`src/rtl/scan_pkg.sv`:
```
// Shared types and constants for the scan code generator.
// Holds the FSM state enum, decoder code constants and the slot priority helper.
package scan_pkg;

  typedef enum logic [1:0] {
    IDLE,
    DWELL,
    BLANK
  } state_t;

  localparam logic [3:0] CODE_BLANK  = 4'b0000;
  localparam int         CODE_EN_BIT = 3;
  localparam int         DWELL_W     = 16;

  // Index of the lowest set bit; 0 when no bit is set (callers qualify with |m).
  function automatic logic [2:0] lowest_bit(input logic [7:0] m);
    logic [2:0] r;
    r = 3'd0;
    for (int i = 7; i >= 0; i--) begin
      if (m[i]) r = 3'(i);
    end
    return r;
  endfunction

endpackage

```
`src/rtl/slot_next_finder.sv`:
```
// Combinational slot picker: the next enabled slot above idx and the lowest enabled slot.
// No latency; pure function of mask and idx.
module slot_next_finder
  import scan_pkg::*;
(
  input  logic [7:0] mask,
  input  logic [2:0] idx,
  output logic       found_above,
  output logic [2:0] next_above,
  output logic [2:0] lowest,
  output logic       any
);

  logic [7:0] above;

  // Clear bits 0..idx; at idx=7 the shift overflows to zero and the mask clears entirely.
  assign above       = mask & ~((8'd2 << idx) - 8'd1);
  assign found_above = |above;
  assign next_above  = lowest_bit(above);
  assign lowest      = lowest_bit(mask);
  assign any         = |mask;

endmodule

```
`src/rtl/scan_code_gen.sv`:
```
// Sequential 3-to-8 decoder select generator: steps enabled slots, holding each for DWELL cycles.
// Optional SCAN_BLANK_EN inserts one blank (code 0) cycle after every slot dwell.
module scan_code_gen
  import scan_pkg::*;
#(
  parameter int DWELL = 1000
) (
  input  logic       clk,
  input  logic       rst_n,
  input  logic       en,
  input  logic       mode,
  input  logic       start,
  input  logic [7:0] mask,
  output logic [3:0] code,
  output logic       slot_stb,
  output logic       busy,
  output logic       done
);

  localparam logic [DWELL_W-1:0] LAST = DWELL_W'(DWELL - 1);

  state_t             state;
  logic [2:0]         idx;
  logic [DWELL_W-1:0] cnt;
  logic               mode_q;

  logic               found_above;
  logic               any;
  logic [2:0]         next_above;
  logic [2:0]         lowest;
  logic               adv_ok;
  logic [2:0]         adv_idx;

  slot_next_finder u_find (
    .mask        (mask),
    .idx         (idx),
    .found_above (found_above),
    .next_above  (next_above),
    .lowest      (lowest),
    .any         (any)
  );

  // Continuous mode wraps to the lowest slot; single mode ends when nothing lies above.
  assign adv_ok  = found_above || (!mode_q && any);
  assign adv_idx = found_above ? next_above : lowest;

  function automatic logic [3:0] slot_code(input logic [2:0] s);
    logic [3:0] c;
    c              = CODE_BLANK;
    c[CODE_EN_BIT] = 1'b1;
    c[2:0]         = s;
    return c;
  endfunction

  always_ff @(posedge clk or negedge rst_n) begin
    if (!rst_n) begin
      state    <= IDLE;
      idx      <= 3'd0;
      cnt      <= '0;
      mode_q   <= 1'b0;
      code     <= CODE_BLANK;
      slot_stb <= 1'b0;
      busy     <= 1'b0;
      done     <= 1'b0;
    end else begin
      slot_stb <= 1'b0;
      done     <= 1'b0;
      if (!en) begin
        state <= IDLE;
        idx   <= 3'd0;
        cnt   <= '0;
        code  <= CODE_BLANK;
        busy  <= 1'b0;
      end else begin
        case (state)
          IDLE: begin
            if ((!mode || start) && any) begin
              state    <= scan_pkg::DWELL;
              idx      <= lowest;
              cnt      <= '0;
              code     <= slot_code(lowest);
              slot_stb <= 1'b1;
              busy     <= 1'b1;
              mode_q   <= mode;
            end else if (mode && start) begin
              done <= 1'b1;
            end
          end
          scan_pkg::DWELL: begin
            if (cnt != LAST) begin
              cnt <= cnt + 1'b1;
            end else begin
              cnt <= '0;
              if (adv_ok) begin
                idx <= adv_idx;
`ifdef SCAN_BLANK_EN
                state <= BLANK;
                code  <= CODE_BLANK;
`else
                code     <= slot_code(adv_idx);
                slot_stb <= 1'b1;
`endif
              end else begin
                state <= IDLE;
                idx   <= 3'd0;
                code  <= CODE_BLANK;
                busy  <= 1'b0;
                done  <= mode_q;
              end
            end
          end
`ifdef SCAN_BLANK_EN
          BLANK: begin
            state    <= scan_pkg::DWELL;
            cnt      <= '0;
            code     <= slot_code(idx);
            slot_stb <= 1'b1;
          end
`endif
          default: begin
            state <= IDLE;
            idx   <= 3'd0;
            cnt   <= '0;
            code  <= CODE_BLANK;
            busy  <= 1'b0;
          end
        endcase
      end
    end
  end

endmodule

```
`config.mk`:
```
export PLATFORM = sky130hd
export DESIGN_NAME = scan_code_gen
export DESIGN_NICKNAME = d
export VERILOG_FILES = /design/src/rtl/scan_pkg.sv /design/src/rtl/slot_next_finder.sv /design/src/rtl/scan_code_gen.sv
export SDC_FILE = /design/constraint.sdc
export NUM_CORES = 1
export LEC_CHECK = 0
export ABC_AREA = 1
export CAP_MARGIN = 40
export CORE_UTILIZATION = 60
export CTS_CLUSTER_DIAMETER = 200
export DETAILED_ROUTE_END_ITERATION = 8
export MAX_ROUTING_LAYER = met4
export PLACE_DENSITY_LB_ADDON = 0.2
export SETUP_SLACK_MARGIN = 0.05
export SLEW_MARGIN = 20
export SYNTH_ARGS = -nofsm -noshare
export SYNTH_HDL_FRONTEND = slang
export SYNTH_HIERARCHICAL = 1
export SYNTH_SLANG_ARGS = --single-unit
```
`constraint.sdc`:
```
create_clock -name clk -period 2.5 [get_ports clk]
set_input_delay 0.375 -clock clk [delete_from_list [all_inputs] [get_ports clk]]
set_output_delay 0.375 -clock clk [all_outputs]
set_load 0.02 [all_outputs]
```
Yosys cells after proc, flatten, opt, wreduce, memory -nomap -nowiden
Index checks and enable logic that the tools add are counted.
{"block": "op_classes", "n_reduce_logical": 13, "n_eq_ne": 5, "shifts": 1, "n_bitwise": 2, "n_addsub": 2, "muxes": 52}
{"cell": "3-bit two-way mux", "count": 21}
{"cell": "16-bit two-way mux", "count": 3}
{"cell": "16-bit one-hot mux with 2 select lines", "count": 1}
{"cell": "16-bit by 1-bit adder with 16-bit output (second input constant)", "count": 1}
{"cell": "4-bit two-way mux", "count": 4}
{"cell": "16-bit by 10-bit inequality test with 1-bit output (second input constant)", "count": 1}
{"cell": "8-bit OR reduction", "count": 2}
{"cell": "1-bit two-way mux", "count": 13}
{"cell": "3-bit inequality test (second input constant)", "count": 3}
{"cell": "8-bit AND", "count": 1}
{"cell": "2-bit two-way mux", "count": 4}
{"cell": "8-bit NOT", "count": 1}
{"cell": "4-bit one-hot mux with 2 select lines", "count": 1}
{"cell": "2-bit by 3-bit << shifter with 8-bit output (first input constant)", "count": 1}
{"cell": "8-bit by 1-bit subtractor with 8-bit output (second input constant)", "count": 1}
{"cell": "1-bit one-hot mux with 2 select lines", "count": 3}
{"cell": "3-bit one-hot mux with 2 select lines", "count": 1}
{"cell": "3-bit AND reduction", "count": 2}
{"cell": "2-bit one-hot mux with 2 select lines", "count": 1}
{"cell": "1-bit logical AND", "count": 3}
{"cell": "2-bit by 1-bit equality test with 1-bit output (second input constant)", "count": 1}
{"cell": "1-bit zero test", "count": 2}
{"cell": "2-bit zero test", "count": 1}
{"cell": "1-bit logical OR", "count": 2}
{"cell": "2-bit AND reduction", "count": 1}
{"block": "totals", "word_cells": 83, "register_bits": 29, "output_inout_bits": 7}

Depth between registers and ports, before layout
{"block": "depth", "depth_word": 17, "ltp_mapped": 12, "ltp_nobuf": 12}

By module
Netlist, hierarchy kept.
{"module": "scan_code_gen", "instances": 1, "cells_per_inst": 209, "seq_area_each_um2": 600.6, "area_each_um2": 1460.2}
{"module": "slot_next_finder", "instances": 1, "cells_per_inst": 47, "seq_area_each_um2": 0.0, "area_each_um2": 226.5}

Worst setup path before layout
Ideal clock, no wire load.
{"block": "synth_path", "path_kind": "input-to-reg", "start": "input port mask[6]", "end": "register cnt[12]", "required_ns": 2.382, "path_buffers": 1, "arrival_time_ns": 1.445, "cell_stages": 9, "slack_ns": 0.936, "path_cell_list": "nor4_1 > nand4_1 > nand2_1 > nand2_2 > buf_4 > nand3_1 > nand2_1 > nand2_1 > nor2_1"}
{"block": "synth_between", "elab_chain_len": 3}
{"element": "from (decl)", "line": "scan_code_gen.sv:13", "rtl": "input logic [7:0] mask,"}
{"element": "8-bit OR reduction", "line": "slot_next_finder.sv:21", "rtl": "assign any = |mask;"}
{"element": "net any", "line": "scan_code_gen.sv:28", "rtl": "logic any;"}
{"element": "1-bit logical AND", "line": "scan_code_gen.sv:77", "rtl": "if ((!mode || start) && any) begin"}
{"element": "3-bit inequality test (no line)"}
{"element": "to (signal assigned)", "line": "scan_code_gen.sv:91", "rtl": "cnt <= cnt + 1'b1;"}
{"element": "to (decl)", "line": "scan_code_gen.sv:24", "rtl": "logic [DWELL_W-1:0] cnt;"}
The timed path passes the listed nets, and every way through them passes these cells.
A chain may end at the register's enable or synchronous reset.

Worst setup path in the final report
{"block": "layout_path", "start": "register busy", "end": "output port busy"}
{"element": "from (decl)", "line": "scan_code_gen.sv:16", "rtl": "output logic busy,"}
{"element": "from (signal assigned)", "line": "scan_code_gen.sv:63", "rtl": "busy <= 1'b0;"}
{"element": "from (signal assigned)", "line": "scan_code_gen.sv:73", "rtl": "busy <= 1'b0;"}
{"element": "from (signal assigned)", "line": "scan_code_gen.sv:83", "rtl": "busy <= 1'b1;"}
No word-level cell between the ends.

==> run_results.csv <==
group,metric,value,unit
timing,hold_ws,375,ps
clocking,cts.htree.levels,1,
floorplan,die_area,0.00303,mm²
detailed_routing,antenna_left,0,
synth,yosysMostFrequentCell,"nand2_1",
placement,place_inst,305,
worst_setup_path,slowest_delay,670,ps
outcome,status,"finished, final reports clean",
synth,ys_top_cells_by_count,"nand2_1, nor2_1, inv_1, dfrtp_1, nand3_1",
global_route,antenna_found_initial,0,
synth,synth_seq_cells,24,
synth,postSynthCellCount,256,
power_and_ir_drop,p_leak,1.01,nW
synth,synth-edff-count,0,
timing,max_clock_freq,511,MHz
synth,synth_top_area_share,35.6,%
global_route,track_usage,27.7,%
worst_setup_path,critPathRequiredTime,2120,ps
placement,routabilityCongestion,0.926,
layout,drive_above_1_share,11.8,%
power_and_ir_drop,vdd_drop_max,516,µV
timing,timing.slew.headroom,76.3,%
timing,drv_slew,0,
power_and_ir_drop,seqPwrFrac,46.0,%
worst_setup_path,crit_path_start_kind,"flop",
worst_setup_path,crit_type,"flop to primary output",
clocking,cts_hold_buf,0,
floorplan,die_w,55.0,µm
clocking,clock_sinks,24,
synth,synth_area_leaders,"dfrtp_1, nand2_1, nor2_1, inv_1, nand3_1",
floorplan,die_y,55.0,µm
power_and_ir_drop,swShare,29.5,%
synth,syn-cell-area,0.00169,mm²
floorplan,io_pins,20,
synth,synth_compound_area_share,5.49,%
floorplan,start_util,65.7,%
floorplan,core,0.00257,mm²
timing,fin_crit,1960,ps
worst_setup_path,r2r-end,"code[0]",
synth,synth-adder-area-share,0.742,%
synth,syn_avg_cell_area,6.59,µm²
clocking,ctsResizeCount,0,
timing,timing.final.crit_share,78.3,%
detailed_routing,firstDrtPassIters,4,
synth,netlist-cell-type-count,28,
synth,yosys.area.top_type,"dfrtp_1",
timing,finalHoldViolations,0,
worst_setup_path,critPathCaptureType,"primary output",
layout,syn2layout_area_growth,16.5,%
detailed_routing,viasPerCell,5.38,
detailed_routing,drtIter0Drc,64,
worst_setup_path,crit_family,"buffers and inverters",
placement,place_area,0.00191,mm²
timing,tightest_slew,356,ps
synth,synth_ff_type,"dfrtp_1",
worst_setup_path,critical-path-slowest-cell,"clkdlybuf4s50_1",
run,maxCapViolCount,0,
global_route,grt_pass1_wl,5.89,mm
timing,rsz0062_at_grt,"no",
global_route,grt_overflow,0,
layout,final_core_util,76.5,%
clocking,cts_root_buf,"clkbuf_4",
power_and_ir_drop,p_int,0.669,mW
worst_setup_path,worst_ep_arrival_time,1580,ps
clocking,cts_max_path_buffers,2,
power_and_ir_drop,p_switching,0.280,mW
synth,muxShareOfSynthArea,0,%
global_route,grt_start_max_net_pins,25,
synth,ys_warn_count,6,
layout,final_nets,294,
clocking,clk_pin_slew,140,ps
worst_setup_path,reg2reg_depth,10,
power_and_ir_drop,clkPwrFrac,29.8,%
global_route,first_global_vias,1406,
layout,final_area,0.00196,mm²
worst_setup_path,cp.buffers_inverters,1,
synth,synthXorXnorAreaFrac,1.56,%
clocking,tritoncts,"done",
placement,hpwl,2.78,mm
clocking,cts_setup_buffers,0,
synth,ys_async_sr_fraction,100,%
timing,setup_tns,0,ps
layout,stdcell_count,309,
detailed_routing,drc_errors,0,
synth,synthesis.nets,270,
synth,synth_simple_gate_area_share,45.8,%
detailed_routing,vias,1661,
worst_setup_path,worst-r2r-setup-slack,790,ps
worst_setup_path,rr_startpoint,"code[1]",
synth,seq_area_frac_synth,35.6,%
power_and_ir_drop,p_comb_share,24.2,%
placement,io_buffers,19,
synth,synth_top_family_by_area,"simple AND/OR/NAND/NOR gates",
layout,diodes,0,
worst_setup_path,crit_path_max_fanout,9,
power_and_ir_drop,p_per_area,483,mW/mm²
timing,fin_skew,16.8,ps
detailed_routing,wirelength,3.68,mm
worst_setup_path,crit_chain,"clkdlybuf4s50_1",
min_path,min-delay-path-class,"input pin to async pin",
clocking,clk_latency,320,ps
timing,finalSetupViolCount,0,
clocking,cts_buffers,3,
detailed_routing,wl_per_cell,11.9,µm
floorplan,num_rows,18,
-- power by group through the flow --
stage,clock network (mW),logic [mW],registers (mW)
finish,0.282,0.230,0.436
CTS,0.284,0.230,0.436
global route,0.299,0.255,0.441
detailed placement,0,0.228,0.444
global placement,0,0.224,0.443
floorplan,0,0.131,0.452
-- metrics by stage --
step                      power [mW]  worst slack (ps)
after floorplan                0.582               936
after global placement         0.667               318
after detailed placement       0.671               227
after CTS                      0.950               549
after global routing           0.995               364
final                          0.948               543
-- kinds of logic (layout without fill, tap and decap cells) --
group | after synthesis | in the layout
adders and majority gates | 1 | 1
buffers and inverters | 43 | 66
xor gates and xnor gates | 3 | 3
and+or+nand+nor | 171 | 171
DFF | 24 | 24
AOI/OAI and AO/OA | 14 | 14
-- sequential cells by signal, summed over array words and instances, names as in the netlist --
signal / count
busy: 1
cnt: 16
code: 4
done: 1
mode_q: 1
slot_stb: 1
-- per-layer routing --
layer  up-vias  track usage (%)  part of all wire [%]  routed length [µm]
met1       762             38.1                    48                1770
met4         0             4.58                  0.30                  11
met2        46             43.2                    46                1700
li1        851                -                     -                   -
met5         -                -                     0                   0
met3         2             5.19                   5.4                 200
-- worst max-delay path by stage --
| stage | start | endpoint | slack [ps] | cells past startpoint |
|---|---|---|---|---|
| floorplan | mask[6] | cnt[12] | 940 | 9 |
| global placement | mask[6] | cnt[3] | 320 | 10 |
| detailed placement | mask[6] | cnt[6] | 230 | 10 |
| CTS | busy | busy | 550 | 1 |
| global route | mask[6] | cnt[9] | 360 | 12 |
| finish | busy | busy | 540 | 1 |
-- area by class of cell --
class                      count  area [µm²]
multi-input combinational    189         903
fill                         205         603
sequential                    24         601
timing repair buffer          24         228
inverter                      38         143
tap                           30        37.5
clock inverter                 1        30.0
clock buffer                   3        22.5
-- cells in the final DEF (no fill, tap or decap), drive strengths merged --
master          n
o21bai          3
buf             5
dfrtp          24
inv            38
clkbuf          3
o2111ai         1
a31oi           1
bufinv          1
nor4            1
a21oi           3
nand2          87
a31o            1
clkdlybuf4s50  19
o21ai           3
o41ai           1
ha              1
nand3          22
a21boi          1
xor2            3
nor3            8
nand4          10
nor2           42
and2            1
Power figures use the tool's default switching activity.
